**src/rtl/ekf_pkg.sv**
```systemverilog
// Shared EKF constants and gather FSM encoding; the write-back stage reuses the
// address constants.
package ekf_pkg;

   localparam int unsigned X       = 4;
   localparam int unsigned RSA_DW  = 32;
   localparam int unsigned ADDR_DW = 10;
   localparam int unsigned GRP_DW  = 8;
   localparam int unsigned RD_LAT  = 1;

   localparam int unsigned WORD_W = (X > 1) ? $clog2(X) : 1;
   localparam int unsigned LAT_W  = (RD_LAT > 1) ? $clog2(RD_LAT) : 1;

   typedef enum logic [2:0] {
      StIdle,
      StIssue,
      StDrain,
      StOut,
      StDone
   } gather_st_e;

endpackage

```
**src/rtl/plb_vec_gather_if.sv**
```systemverilog
// PLB BRAM port plus the vector valid/ready stream towards the systolic array.
interface plb_vec_gather_if;
   import ekf_pkg::*;

   logic                  plb_en;
   logic                  plb_we;
   logic [ADDR_DW-1:0]    plb_addr;
   logic [RSA_DW-1:0]     plb_dout;
   logic                  vec_valid;
   logic                  vec_ready;
   logic [X*RSA_DW-1:0]   vec_data;

   modport master (
      output plb_en, plb_we, plb_addr, vec_valid, vec_data,
      input  plb_dout, vec_ready
   );

   modport slave (
      input  plb_en, plb_we, plb_addr, vec_valid, vec_data,
      output plb_dout, vec_ready
   );

endinterface

```
**src/rtl/plb_rd_pipe.sv**
```systemverilog
// Delay line tagging each BRAM read with its lane so the return lands in the
// right slot of the gather register.
module plb_rd_pipe #(
   parameter int unsigned Depth = 1,
   parameter int unsigned LaneW = 2
) (
   input  logic             clk,
   input  logic             sys_rst,
   input  logic             vld_i,
   input  logic [LaneW-1:0] lane_i,
   output logic             vld_o,
   output logic [LaneW-1:0] lane_o
);

   logic [Depth-1:0]            vld_q;
   logic [Depth-1:0][LaneW-1:0] lane_q;

   always_ff @(posedge clk) begin
      if (sys_rst) begin
         vld_q  <= '0;
         lane_q <= '0;
      end else begin
         vld_q[0]  <= vld_i;
         lane_q[0] <= lane_i;
         for (int i = 1; i < Depth; i++) begin
            vld_q[i]  <= vld_q[i-1];
            lane_q[i] <= lane_q[i-1];
         end
      end
   end

   assign vld_o  = vld_q[Depth-1];
   assign lane_o = lane_q[Depth-1];

endmodule

```
**src/rtl/plb_vec_gather.sv**
```systemverilog
// Reads X-word groups from the PLB BRAM and presents each as one packed vector
// with a valid/ready handshake.
module plb_vec_gather
   import ekf_pkg::*;
(
   input  logic               clk,
   input  logic               sys_rst,
   input  logic               start_i,
   input  logic [ADDR_DW-1:0] base_addr_i,
   input  logic [GRP_DW-1:0]  n_grp_i,
   output logic               busy_o,
   output logic               done_o,
   plb_vec_gather_if.master   bus
);

   gather_st_e                state_q, state_d;
   logic [WORD_W-1:0]         word_q, word_d;
   logic [GRP_DW-1:0]         grp_q, grp_d;
   logic [GRP_DW-1:0]         ngrp_q, ngrp_d;
   logic [ADDR_DW-1:0]        addr_q, addr_d;
   logic [LAT_W-1:0]          drain_q, drain_d;
   logic [X-1:0][RSA_DW-1:0]  gather_q, gather_d;
   logic [GRP_DW:0]           grp_nxt;
   logic                      issue;
   logic                      tap_vld;
   logic [WORD_W-1:0]         tap_lane;

   assign issue = (state_q == StIssue);

   plb_rd_pipe #(
      .Depth (RD_LAT),
      .LaneW (WORD_W)
   ) u_rd_pipe (
      .clk     (clk),
      .sys_rst (sys_rst),
      .vld_i   (issue),
      .lane_i  (word_q),
      .vld_o   (tap_vld),
      .lane_o  (tap_lane)
   );

   // Extra bit so n_grp = 2^GRP_DW-1 terminates correctly.
   assign grp_nxt = {1'b0, grp_q} + 1'b1;

   always_comb begin
      state_d = state_q;
      word_d  = word_q;
      grp_d   = grp_q;
      ngrp_d  = ngrp_q;
      addr_d  = addr_q;
      drain_d = drain_q;
      unique case (state_q)
         StIdle: begin
            if (start_i) begin
               ngrp_d  = n_grp_i;
               addr_d  = base_addr_i;
               grp_d   = '0;
               word_d  = '0;
               state_d = (n_grp_i != '0) ? StIssue : StDone;
            end
         end
         StIssue: begin
            addr_d = addr_q + 1'b1;
            word_d = word_q + 1'b1;
            if (word_q == WORD_W'(X - 1)) begin
               drain_d = '0;
               state_d = StDrain;
            end
         end
         StDrain: begin
            if (drain_q == LAT_W'(RD_LAT - 1)) begin
               state_d = StOut;
            end else begin
               drain_d = drain_q + 1'b1;
            end
         end
         StOut: begin
            if (bus.vec_ready) begin
               if (grp_nxt < {1'b0, ngrp_q}) begin
                  grp_d   = grp_nxt[GRP_DW-1:0];
                  word_d  = '0;
                  state_d = StIssue;
               end else begin
                  state_d = StDone;
               end
            end
         end
         StDone:  state_d = StIdle;
         default: state_d = StIdle;
      endcase
   end

   always_comb begin
      gather_d = gather_q;
      if (tap_vld) begin
         gather_d[tap_lane] = bus.plb_dout;
      end
   end

   always_ff @(posedge clk) begin
      if (sys_rst) begin
         state_q  <= StIdle;
         word_q   <= '0;
         grp_q    <= '0;
         ngrp_q   <= '0;
         addr_q   <= '0;
         drain_q  <= '0;
         gather_q <= '0;
      end else begin
         state_q  <= state_d;
         word_q   <= word_d;
         grp_q    <= grp_d;
         ngrp_q   <= ngrp_d;
         addr_q   <= addr_d;
         drain_q  <= drain_d;
         gather_q <= gather_d;
      end
   end

   // Address is gated so the write-back stage sees a quiet port when idle.
   assign bus.plb_en    = issue;
   assign bus.plb_we    = 1'b0;
   assign bus.plb_addr  = issue ? addr_q : '0;
   assign bus.vec_valid = (state_q == StOut);
   assign bus.vec_data  = gather_q;
   assign busy_o        = (state_q != StIdle) && (state_q != StDone);
   assign done_o        = (state_q == StDone);

endmodule

```
**src/flat_wrapper.sv**
```systemverilog
// flat-port wrapper written by rule: the top's interface ports become plain ports
module plb_vec_gather_flat import ekf_pkg::*;
  (clk, sys_rst, start_i, base_addr_i, n_grp_i, busy_o, done_o, bus_plb_en, bus_plb_we, bus_plb_addr, bus_vec_valid, bus_vec_data, bus_plb_dout, bus_vec_ready);
  plb_vec_gather_if bus_i ();
  input  logic clk;
  input  logic sys_rst;
  input  logic start_i;
  input  logic [ADDR_DW-1:0] base_addr_i;
  input  logic [GRP_DW-1:0] n_grp_i;
  output logic busy_o;
  output logic done_o;
  output wire logic [$bits(bus_i.plb_en)-1:0] bus_plb_en;
  output wire logic [$bits(bus_i.plb_we)-1:0] bus_plb_we;
  output wire logic [$bits(bus_i.plb_addr)-1:0] bus_plb_addr;
  output wire logic [$bits(bus_i.vec_valid)-1:0] bus_vec_valid;
  output wire logic [$bits(bus_i.vec_data)-1:0] bus_vec_data;
  input wire logic [$bits(bus_i.plb_dout)-1:0] bus_plb_dout;
  input wire logic [$bits(bus_i.vec_ready)-1:0] bus_vec_ready;
  assign bus_plb_en = bus_i.plb_en;
  assign bus_plb_we = bus_i.plb_we;
  assign bus_plb_addr = bus_i.plb_addr;
  assign bus_vec_valid = bus_i.vec_valid;
  assign bus_vec_data = bus_i.vec_data;
  assign bus_i.plb_dout = bus_plb_dout;
  assign bus_i.vec_ready = bus_vec_ready;
  plb_vec_gather u_core (.clk(clk), .sys_rst(sys_rst), .start_i(start_i), .base_addr_i(base_addr_i), .n_grp_i(n_grp_i), .busy_o(busy_o), .done_o(done_o), .bus(bus_i));
endmodule
```
**config.mk**
```make
export PLATFORM = sky130hd
export DESIGN_NAME = plb_vec_gather_flat
export DESIGN_NICKNAME = d
export VERILOG_FILES = /design/src/rtl/ekf_pkg.sv /design/src/rtl/plb_vec_gather_if.sv /design/src/rtl/plb_rd_pipe.sv /design/src/rtl/plb_vec_gather.sv /design/src/flat_wrapper.sv
export SDC_FILE = /design/constraint.sdc
export NUM_CORES = 1
export LEC_CHECK = 0
export CORE_ASPECT_RATIO = 1.5
export CORE_MARGIN = 2
export CORE_UTILIZATION = 45
export CTS_CLUSTER_DIAMETER = 100
export DETAILED_ROUTE_END_ITERATION = 10
export PLACE_DENSITY = 0.77
export SKIP_LAST_GASP = 1
export SYNTH_ARGS = -nofsm -noshare
export SYNTH_HDL_FRONTEND = slang
export SYNTH_SLANG_ARGS = --single-unit
```
**constraint.sdc**
```tcl
create_clock -name clk -period 3.9 [get_ports clk]
set_input_delay 0.585 -clock clk [delete_from_list [all_inputs] [get_ports clk]]
set_output_delay 0.585 -clock clk [all_outputs]
set_load 0.02 [all_outputs]
```
# Word level (Yosys, flattened, before mapping)
# Cells that the tools add are included.
[op_classes]
add_sub_neg = 4
eq_ne = 11
order_cmp = 3
reduce_logical = 15
muxes = 24
[ops]
columns = ["operator", "n"]
rows = [
  ["128-bit bitwise mux", 1],
  ["32-bit demux with 2-bit select", 1],
  ["32-bit 2-to-1 mux", 1],
  ["8-bit 2-to-1 mux", 3],
  ["10-bit 2-to-1 mux", 2],
  ["10-bit one-hot mux with 2 select lines", 1],
  ["3-bit 2-to-1 mux", 6],
  ["8-bit one-hot mux with 2 select lines", 1],
  ["3-bit one-hot mux with 4 select lines", 1],
  ["4-bit AND reduction", 3],
  ["10-bit by 1-bit adder with 10-bit output, second input constant", 1],
  ["8-bit by 1-bit adder with 9-bit output, second input constant", 1],
  ["9-bit by 8-bit less-than comparator with 1-bit output", 1],
  ["8-bit nonzero test", 1],
  ["3-bit by 2-bit equality test with 1-bit output, second input constant", 2],
  ["2-bit 2-to-1 mux", 3],
  ["2-bit inequality test, second input constant", 3],
  ["2-bit one-hot mux with 3 select lines", 1],
  ["2-bit AND reduction", 3],
  ["2-bit nonzero test", 3],
  ["3-bit nonzero test", 2],
  ["2-bit by 1-bit inequality test with 1-bit output, second input constant", 2],
  ["3-bit by 1-bit equality test with 1-bit output, second input constant", 1],
  ["3-bit equality test, second input constant", 1],
  ["other kinds (10)", 12],
]
[totals]
ff_bits = 163
input_bits = 54

# Depth between registers and ports, before layout
# Gate-level depths: netlist of the first run.
[logic_depth]
word_depth = 5
ltp_mapped = 11

# Cells and area by module
# From an unflattened synthesis of the first run, not the netlist that was laid out.
[hier_totals]
hier_cells = 813
area_unflattened_um2 = 6407.4
[modules_own_cells]
columns = ["mod", "area_each_um2", "instances", "cells_each"]
rows = [
  ["plb_vec_gather", 6328.6, 1, 807],
  ["plb_rd_pipe", 78.8, 1, 6],
]

# Least setup slack after synthesis of the first run
# No wires, ideal clock.
[synth_timing]
path_type = "register to register"
from = "reg u_core.grp_q[0]"
to = "reg u_core.grp_q[2]"
required_time_ns = 3.777
path_buffers = 1
path_stages_with_launch = 12
synth_period_minus_slack_ns = 2.541
arrival_ns = 2.418
path_slack_ns = 1.359
cell_sequence = "dfxtp_1 > ha_1 > and3_1 > nand3_1 > xnor2_1 > ha_1 > and3_1 > a21oi_1 > and3_1 > buf_2 > nand3_1 > mux2_1"
[synth_via]
elab_chain_len = 4
[synth_rtl]
columns = ["item", "line", "rtl"]
rows = [
  ["start, declared", "plb_vec_gather.sv:18", "logic [GRP_DW-1:0] grp_q, grp_d;"],
  ["start signal, assigned", "plb_vec_gather.sv:112", "grp_q <= grp_d;"],
  ["8-bit by 1-bit adder with 9-bit output *", "plb_vec_gather.sv:43", "assign grp_nxt = {1'b0, grp_q} + 1'b1;"],
  ["9-bit by 8-bit less-than comparator with 1-bit output / 8-bit 2-to-1 mux (equally long branches)", "plb_vec_gather.sv:79", "if (grp_nxt < {1'b0, ngrp_q}) begin"],
  ["2-bit by 1-bit inequality test with 1-bit output (no line) / 8-bit 2-to-1 mux (equally long branches)", "-", ""],
  ["4-bit AND reduction (no line) / 8-bit one-hot mux with 2 select lines (equally long branches)", "-", ""],
]
# Mark *: on every way between the ends. The rest lies on a longest branch, timed or not. The select of a mux whose other input is x is not followed.
# A chain may end at the register's enable or synchronous reset.

# Final worst setup path of the first run
[layout_timing]
from = "reg u_core.state_q[0]"
to = "out bus_plb_addr[4]"
[layout_via]
elab_chain_len = 2
[layout_rtl]
columns = ["item", "line", "rtl"]
rows = [
  ["start, declared", "plb_vec_gather.sv:16", "gather_st_e state_q, state_d;"],
  ["start signal, assigned", "plb_vec_gather.sv:102", "state_q <= StIdle;"],
  ["start signal, assigned", "plb_vec_gather.sv:110", "state_q <= state_d;"],
  ["3-bit by 1-bit equality test with 1-bit output", "plb_vec_gather.sv:28", "assign issue = (state_q == StIssue);"],
  ["10-bit 2-to-1 mux", "plb_vec_gather.sv:123", "assign bus.plb_addr = issue ? addr_q : '0;"],
  ["end, declared", "flat_wrapper.sv:14", "output wire logic [$bits(bus_i.plb_addr)-1:0] bus_plb_addr;"],
]
# No other way between the ends.

==> reports/metrics.yaml, run 1 <==
timing:
  timing.final.crit_share: 0.824
  setup_tns_ns: 0
  hold_viol_final: 0
  fin_crit_ns: 3.21
  drv_slew: 0
  relSlewSlack: 0.472
  fmax_mhz: 311
  fin_worst_skew_ns: 0.00825
  worst_pin_slew_ns: 0.791
  setup_viol: 0
  rsz0062_at_grt: "false"
synth:
  ys.flop_type: "dfxtp_1"
  yosys_warnings: 0
  synth.distinct_cells: 53
  synth_edf_count: 0
  yosysSeqAreaShare: 0.504
  syn_inst: 818
  syn_nets: 882
  synth-seq-cells: 162
  synthArstFlopShare: 0
  netlist_area_mm2: 0.00643
  synth.avg_cell_area_um2: 7.87
clocking:
  h-tree-depth: 4
  clk_pin_slew_ns: 0.06
  cts-root-buf: "clkbuf_16"
  cts_tree: "built"
  post_cts_resized: 0
  cts_hold_buf: 0
  cts_setup_buffers: 0
  clockBufferDepth: 2
  numCtsBuffers: 17
  clock-sinks: 162
  clock_latency_ns: 0.42
cells_and_area:
  antenna_cells: 0
  final_layout_size_suffix_gt1_frac: 0.0583
  fillers: 1237
  final_common_cell: "nand2_1"
  instances_no_fill: 1187
  syn_to_final_growth_pct: 40.9
  mostFrequentLayoutCells: "nand2_1, clkdlybuf4s50_1, dfxtp_1, a21oi_1, nor2_1"
  nets: 1046
grt:
  grt_max_degree: 77
  track_usage: 0.253
  grt_pass1_wl_mm: 30.0
  overflow: 0
  grt_pass1_vias: 5930
  grt_antenna_before_repair: 0
placed_design:
  place_hpwl_mm: 13.1
  portBuffers: 195
  placed_cells: 1155
  place_congestion: 0.820
drt:
  detail_route.wirelength_mm: 19.2
  drt_pass1_iterations: 5
  top_layer_used: "met4"
  wl_per_cell_um: 16.1
  vias_per_cell: 5.23
  drtIter0Drc: 278
  met2_length_mm: 10.3
  drc: 0
  ant_nets: 0
  m1WireLength_mm: 7.14
  num_vias: 6210
  met3WireLength_mm: 1.02
critical_path:
  critPathMaxFanout: 16
  path_class: "reg -> out"
  crit_arrival_ns: 2.63
  end_kind: "primary output"
  startpoint_type: "flip-flop"
  cp.required_ns: 3.31
pwr:
  power.density_mw_per_mm2: 429
  p_leak_nw: 3.17
  ir_worst_vdd_v: 0.000243
flow_run:
  maxCapViolCount: 0
min_path:
  hp-class: "reg -> reg"
floorplan:
  row_count: 53
  die-width_um: 102
  die_h_um: 150
  io_pins: 197
  dieArea_mm2: 0.0153
  core_mm2: 0.0140
  start_util: 0.460
outcome:
  status: "complete, no violations"
[final timing paths]
kind | startpoint | endpoint | slack (ns) | depth (start not counted)
worst min register to register | u_core.bus.vec_data[20] | u_core.bus.vec_data[20] | 0.45 | 2
worst min-delay path | u_core.bus.vec_data[20] | u_core.bus.vec_data[20] | 0.45 | 2
worst max-delay path | u_core.state_q[0] | bus_plb_addr[4] | 0.69 | 4
worst max register to register | u_core.grp_q[0] | u_core.grp_q[3] | 1.00 | 10
[registers in the layout (all words and copies together) (netlist names)]
register and count:
u_core.state_q 3, u_core.word_q 2, u_core.bus.vec_data 128, u_core.addr_q 10
u_core.grp_q 8, u_core.u_rd_pipe.vld_o 1, u_core.u_rd_pipe.lane_o 2, u_core.ngrp_q 8
[logic make-up after synthesis]
group,after synthesis,synth area share
AO/OA/AOI/OAI,177,0.155
multiplexers,5,0.00836
adder cells (fa/ha/maj),10,0.0194
buffers and inverters,68,0.0461
other,1,0.000583
flip-flops,162,0.504
AND/OR/NAND/NOR,388,0.257
XOR/XNOR,7,0.00953
[critical path, stage by stage (launching register included)]
cell             delay, ns
dfxtp_1               0.53
or3b_1                0.63
inv_2                 0.29
and2_1                0.17
clkdlybuf4s50_1       0.60
[cells in the mapped netlist, types with 2 or more instances]
cell type    n  area share
xnor2_1      3      0.0041
buf_6        3      0.0053
clkbuf_1    47       0.027
mux2_1       3      0.0053
and3b_1      2      0.0027
inv_1        8      0.0047
nor4_1       3      0.0029
nand2_4      2      0.0035
ha_1        10       0.019
dfxtp_1    162        0.50
o21ai_0      5      0.0039
and3_1       8      0.0078
xor2_1       4      0.0054
a22oi_1      2      0.0023
a32o_1       3      0.0047
mux2i_1      2      0.0031
a21o_1       2      0.0023
or2_2        3      0.0029
nand2_1    291        0.17
a21oi_1    145        0.11
nor3b_1      4      0.0047
and2_1      11       0.011
nor3_1       5      0.0039
a31oi_1      3      0.0029
nand3_1     12      0.0093
buf_2        6      0.0047
buf_4        3      0.0035
o211ai_1     2      0.0023
nor2_1      28       0.016
a222oi_1     3      0.0047
nor2b_1      4      0.0039
nand4_1      6      0.0058
o21ai_1      3      0.0023
[per-stage QoR]
stage	hold WS [ns]	area (µm²)	power [mW]	setup WS, ns	util
2_1_floorplan	0.432	6430	2.00	1.36	-
3_3_place_gp	0.441	8450	2.18	1.08	0.604
3_5_place_dp	0.446	8450	2.19	1.03	0.604
4_1_cts	0.454	9060	3.90	0.657	0.648
5_1_grt	0.466	9060	4.02	0.504	0.648
6_report	0.452	9060	3.89	0.685	0.648
[cell type report]
| class | instances | area, µm² | share of cell area |
|---|---|---|---|
| Tap cell | 192 | 240 | 0.0265 |
| Inverter | 9 | 33.8 | 0.00373 |
| Clock buffer | 18 | 439 | 0.0484 |
| Clock inverter | 14 | 179 | 0.0197 |
| Timing Repair Buffer | 204 | 2020 | 0.222 |
| Multi-Input combinational cell | 588 | 2910 | 0.321 |
| Sequential cell | 162 | 3240 | 0.358 |
[power by group]
group	switching (mW)	total, mW	internal [mW]
clock	0.697	1.73	1.04
combinational	0.237	0.411	0.174
sequential	0.0395	1.74	1.70
total	0.974	3.89	2.91
[per-layer routing]
layer / track usage / vias to the layer above
li1: - / 3034
met1: 0.273 / 2905
met2: 0.464 / 227
met3: 0.0501 / 44
met4: 0.115 / 0
met5: 0 / -
Power figures use the tool's default switching activity.
==> inputs of run 2 (changes only) <==
--- a/config.mk
+++ b/config.mk
@@ -7,10 +7,10 @@
 export LEC_CHECK = 0
 export CORE_ASPECT_RATIO = 1.5
 export CORE_MARGIN = 2
-export CORE_UTILIZATION = 45
+export CORE_UTILIZATION = 42
 export CTS_CLUSTER_DIAMETER = 100
 export DETAILED_ROUTE_END_ITERATION = 10
-export PLACE_DENSITY = 0.77
+export PLACE_DENSITY = 0.76
 export SKIP_LAST_GASP = 1
 export SYNTH_ARGS = -nofsm -noshare
 export SYNTH_HDL_FRONTEND = slang
==> constraint.sdc (replaced) <==
create_clock -name clk -period 2.9 [get_ports clk]
set_input_delay 0.435 -clock clk [delete_from_list [all_inputs] [get_ports clk]]
set_output_delay 0.435 -clock clk [all_outputs]
set_load 0.02 [all_outputs]
==> reports/metrics.yaml, run 2 (synthesis results as in run 1) <==
cells_and_area:
  final_area_mm2: 0.00909  # +0.29%
  final_layout_size_suffix_gt1_frac: 0.0680  # +0.00971
  syn_to_final_growth_pct: 41.3
  fillers: 1296  # +4.8%
  nets: 1051  # +0.48%
  antenna_cells: 0  # unchanged
  final_common_cell: "nand2_1"
  largest_reg_flops: 128  # unchanged
  mostFrequentLayoutCells: "nand2_1, clkdlybuf4s50_1, dfxtp_1, a21oi_1, nor2_1"
  utilization: 0.603  # -0.0446
timing:
  timing.final.crit_share: 0.934
  fin_worst_skew_ns: 0.00965  # +0.00140 ns
  fmax_mhz: 369
  rsz0062_at_grt: "true"
  worst_pin_slew_ns: 0.838  # +0.0464 ns
  relSlewSlack: 0.442  # -0.0309
  whs_ns: 0.453  # +0.000963 ns
  fin_crit_ns: 2.71
  setup_tns_ns: 0  # unchanged
  hold_viol_final: 0  # unchanged
  setup_viol: 0  # unchanged
  drv_slew: 0  # unchanged
  setup_ws_ns: 0.190  # -0.495 ns
placed_design:
  portBuffers: 195  # unchanged
  place_ws_ns: 0.144  # -0.891 ns
  dpl_cell_area_mm2: 0.00849  # +0.55%
  place_hpwl_mm: 13.3  # +0.90%
  place_congestion: 0.822  # +0.17%
critical_path:
  slowest_stage: "clkdlybuf4s50_1"
  crit_arrival_ns: 2.27  # -0.36 ns
  r2r_setup_slack_ns: 0.20  # -0.80 ns
  path_class: "reg -> out"
  r2r-start: "u_core.grp_q[0]"
  max_stage_delay_ns: 0.61  # -0.02 ns
  startpoint_type: "flip-flop"
  critPathBufInv: 2  # unchanged
  cp.depth: 4  # unchanged
  cp.required_ns: 2.47  # -0.84 ns
  cp-startpoint: "u_core.state_q[2]"
  critPathMaxFanout: 16  # unchanged
  crit_chain: "or3b_1 -> inv_2 -> and2_1 -> clkdlybuf4s50_1"
  reg2reg_depth: 11  # +1
  critPathTopFamily: "buffers and inverters"
  critPathCapture: "bus_plb_addr[9]"
  end_kind: "primary output"
  rr_endpoint: "u_core.grp_q[3]"
drt:
  drtIter0Drc: 264  # -5.0%
  num_vias: 6106  # -1.7%
  wl_per_cell_um: 15.7  # -2.8%
  vias_per_cell: 5.09  # -2.7%
  drt_pass1_iterations: 5  # unchanged
  ant_nets: 0  # unchanged
  detail_route.wirelength_mm: 18.8  # -1.8%
  drc: 0  # unchanged
clocking:
  post_cts_resized: 0  # unchanged
  clockBufferDepth: 2  # unchanged
  cts_tree: "built"
  clk_pin_slew_ns: 0.07  # about the same
  clock_latency_ns: 0.42  # about the same
  h-tree-depth: 4  # unchanged
  cts_setup_buffers: 0  # unchanged
  clock-sinks: 162  # unchanged
  cts_hold_buf: 0  # unchanged
  numCtsBuffers: 17  # unchanged
  cts-root-buf: "clkbuf_16"
pwr:
  ir_worst_vdd_v: 0.000447  # +84%
  p_leak_nw: 3.17  # about the same
  power.density_mw_per_mm2: 561  # +31%
outcome:
  status: "complete, no violations"
grt:
  track_usage: 0.230  # -0.0226
  grt_pass1_wl_mm: 29.8  # -0.67%
  grt_antenna_before_repair: 0  # unchanged
  grt_pass1_vias: 5820  # -1.9%
  grt_max_degree: 70  # -9.1%
  overflow: 0  # unchanged
min_path:
  hp-class: "reg -> reg"
floorplan:
  dieArea_mm2: 0.0163  # +6.9%
  io_pins: 197  # unchanged
  core_mm2: 0.0151  # +7.7%
  row_count: 55  # +3.8%
  die-width_um: 105  # +3.4%
  start_util: 0.427  # -0.0329
  die_h_um: 156  # +3.4%
flow_run:
  maxCapViolCount: 0  # unchanged
-- run 2: final cells by class --
cell class	count	area (µm²)	share of cell area
multi-input cells	588	2920	0.322
clock inverters	14	145	0.0160
clock buffers	18	439	0.0483
well taps	199	249	0.0274
repair buffers	209	2050	0.226
inverters	9	33.8	0.00372
flip-flops and latches	162	3250	0.357
-- run 2: worst min-delay path by stage --
stage | from | endpoint | cells after the start
3_5_place_dp | u_core.bus.vec_data[75] | u_core.bus.vec_data[75] | 2
2_1_floorplan | u_core.ngrp_q[0] | u_core.ngrp_q[0] | 2
6_report | u_core.bus.vec_data[15] | u_core.bus.vec_data[15] | 2
4_1_cts | u_core.bus.vec_data[123] | u_core.bus.vec_data[123] | 2
5_1_grt | u_core.bus.vec_data[123] | u_core.bus.vec_data[123] | 2
3_3_place_gp | u_core.bus.vec_data[64] | u_core.bus.vec_data[64] | 2
-- run 2: worst reg2reg max path: cells and delay by family (launching register included) --
kind,cells,cell delay (ns)
adders and majority gates,2,0.52
muxes,1,0.32
buffers and inverters,1,0.14
AOI/OAI and AO/OA,1,0.17
DFF,1,0.39
and+or+nand+nor,5,0.85
xor gates and xnor gates,1,0.16
-- run 2: where the power goes --
group          leakage [nW]  total (mW)  switching [mW]  internal, mW
Combinational          1.58       0.560           0.321         0.239
Sequential             1.31        2.34          0.0525          2.29
Clock                 0.272        2.20           0.968          1.23
-- run 2: metal layers --
layer | GRT usage | up-vias | part of all wire
li1 | - | 3050 | -
met1 | 0.253 | 2811 | 0.39
met2 | 0.429 | 210 | 0.53
met3 | 0.0363 | 35 | 0.047
met4 | 0.109 | 0 | 0.032
met5 | 0 | - | 0
-- run 2: through the flow --
stage / total power, mW / cells
finish: 5.10 / 1199
global route: 5.31 / 1199
CTS: 5.15 / 1199
detailed placement: 2.95 / 1167
global placement: 2.95 / 1167
floorplan: 2.69 / 818
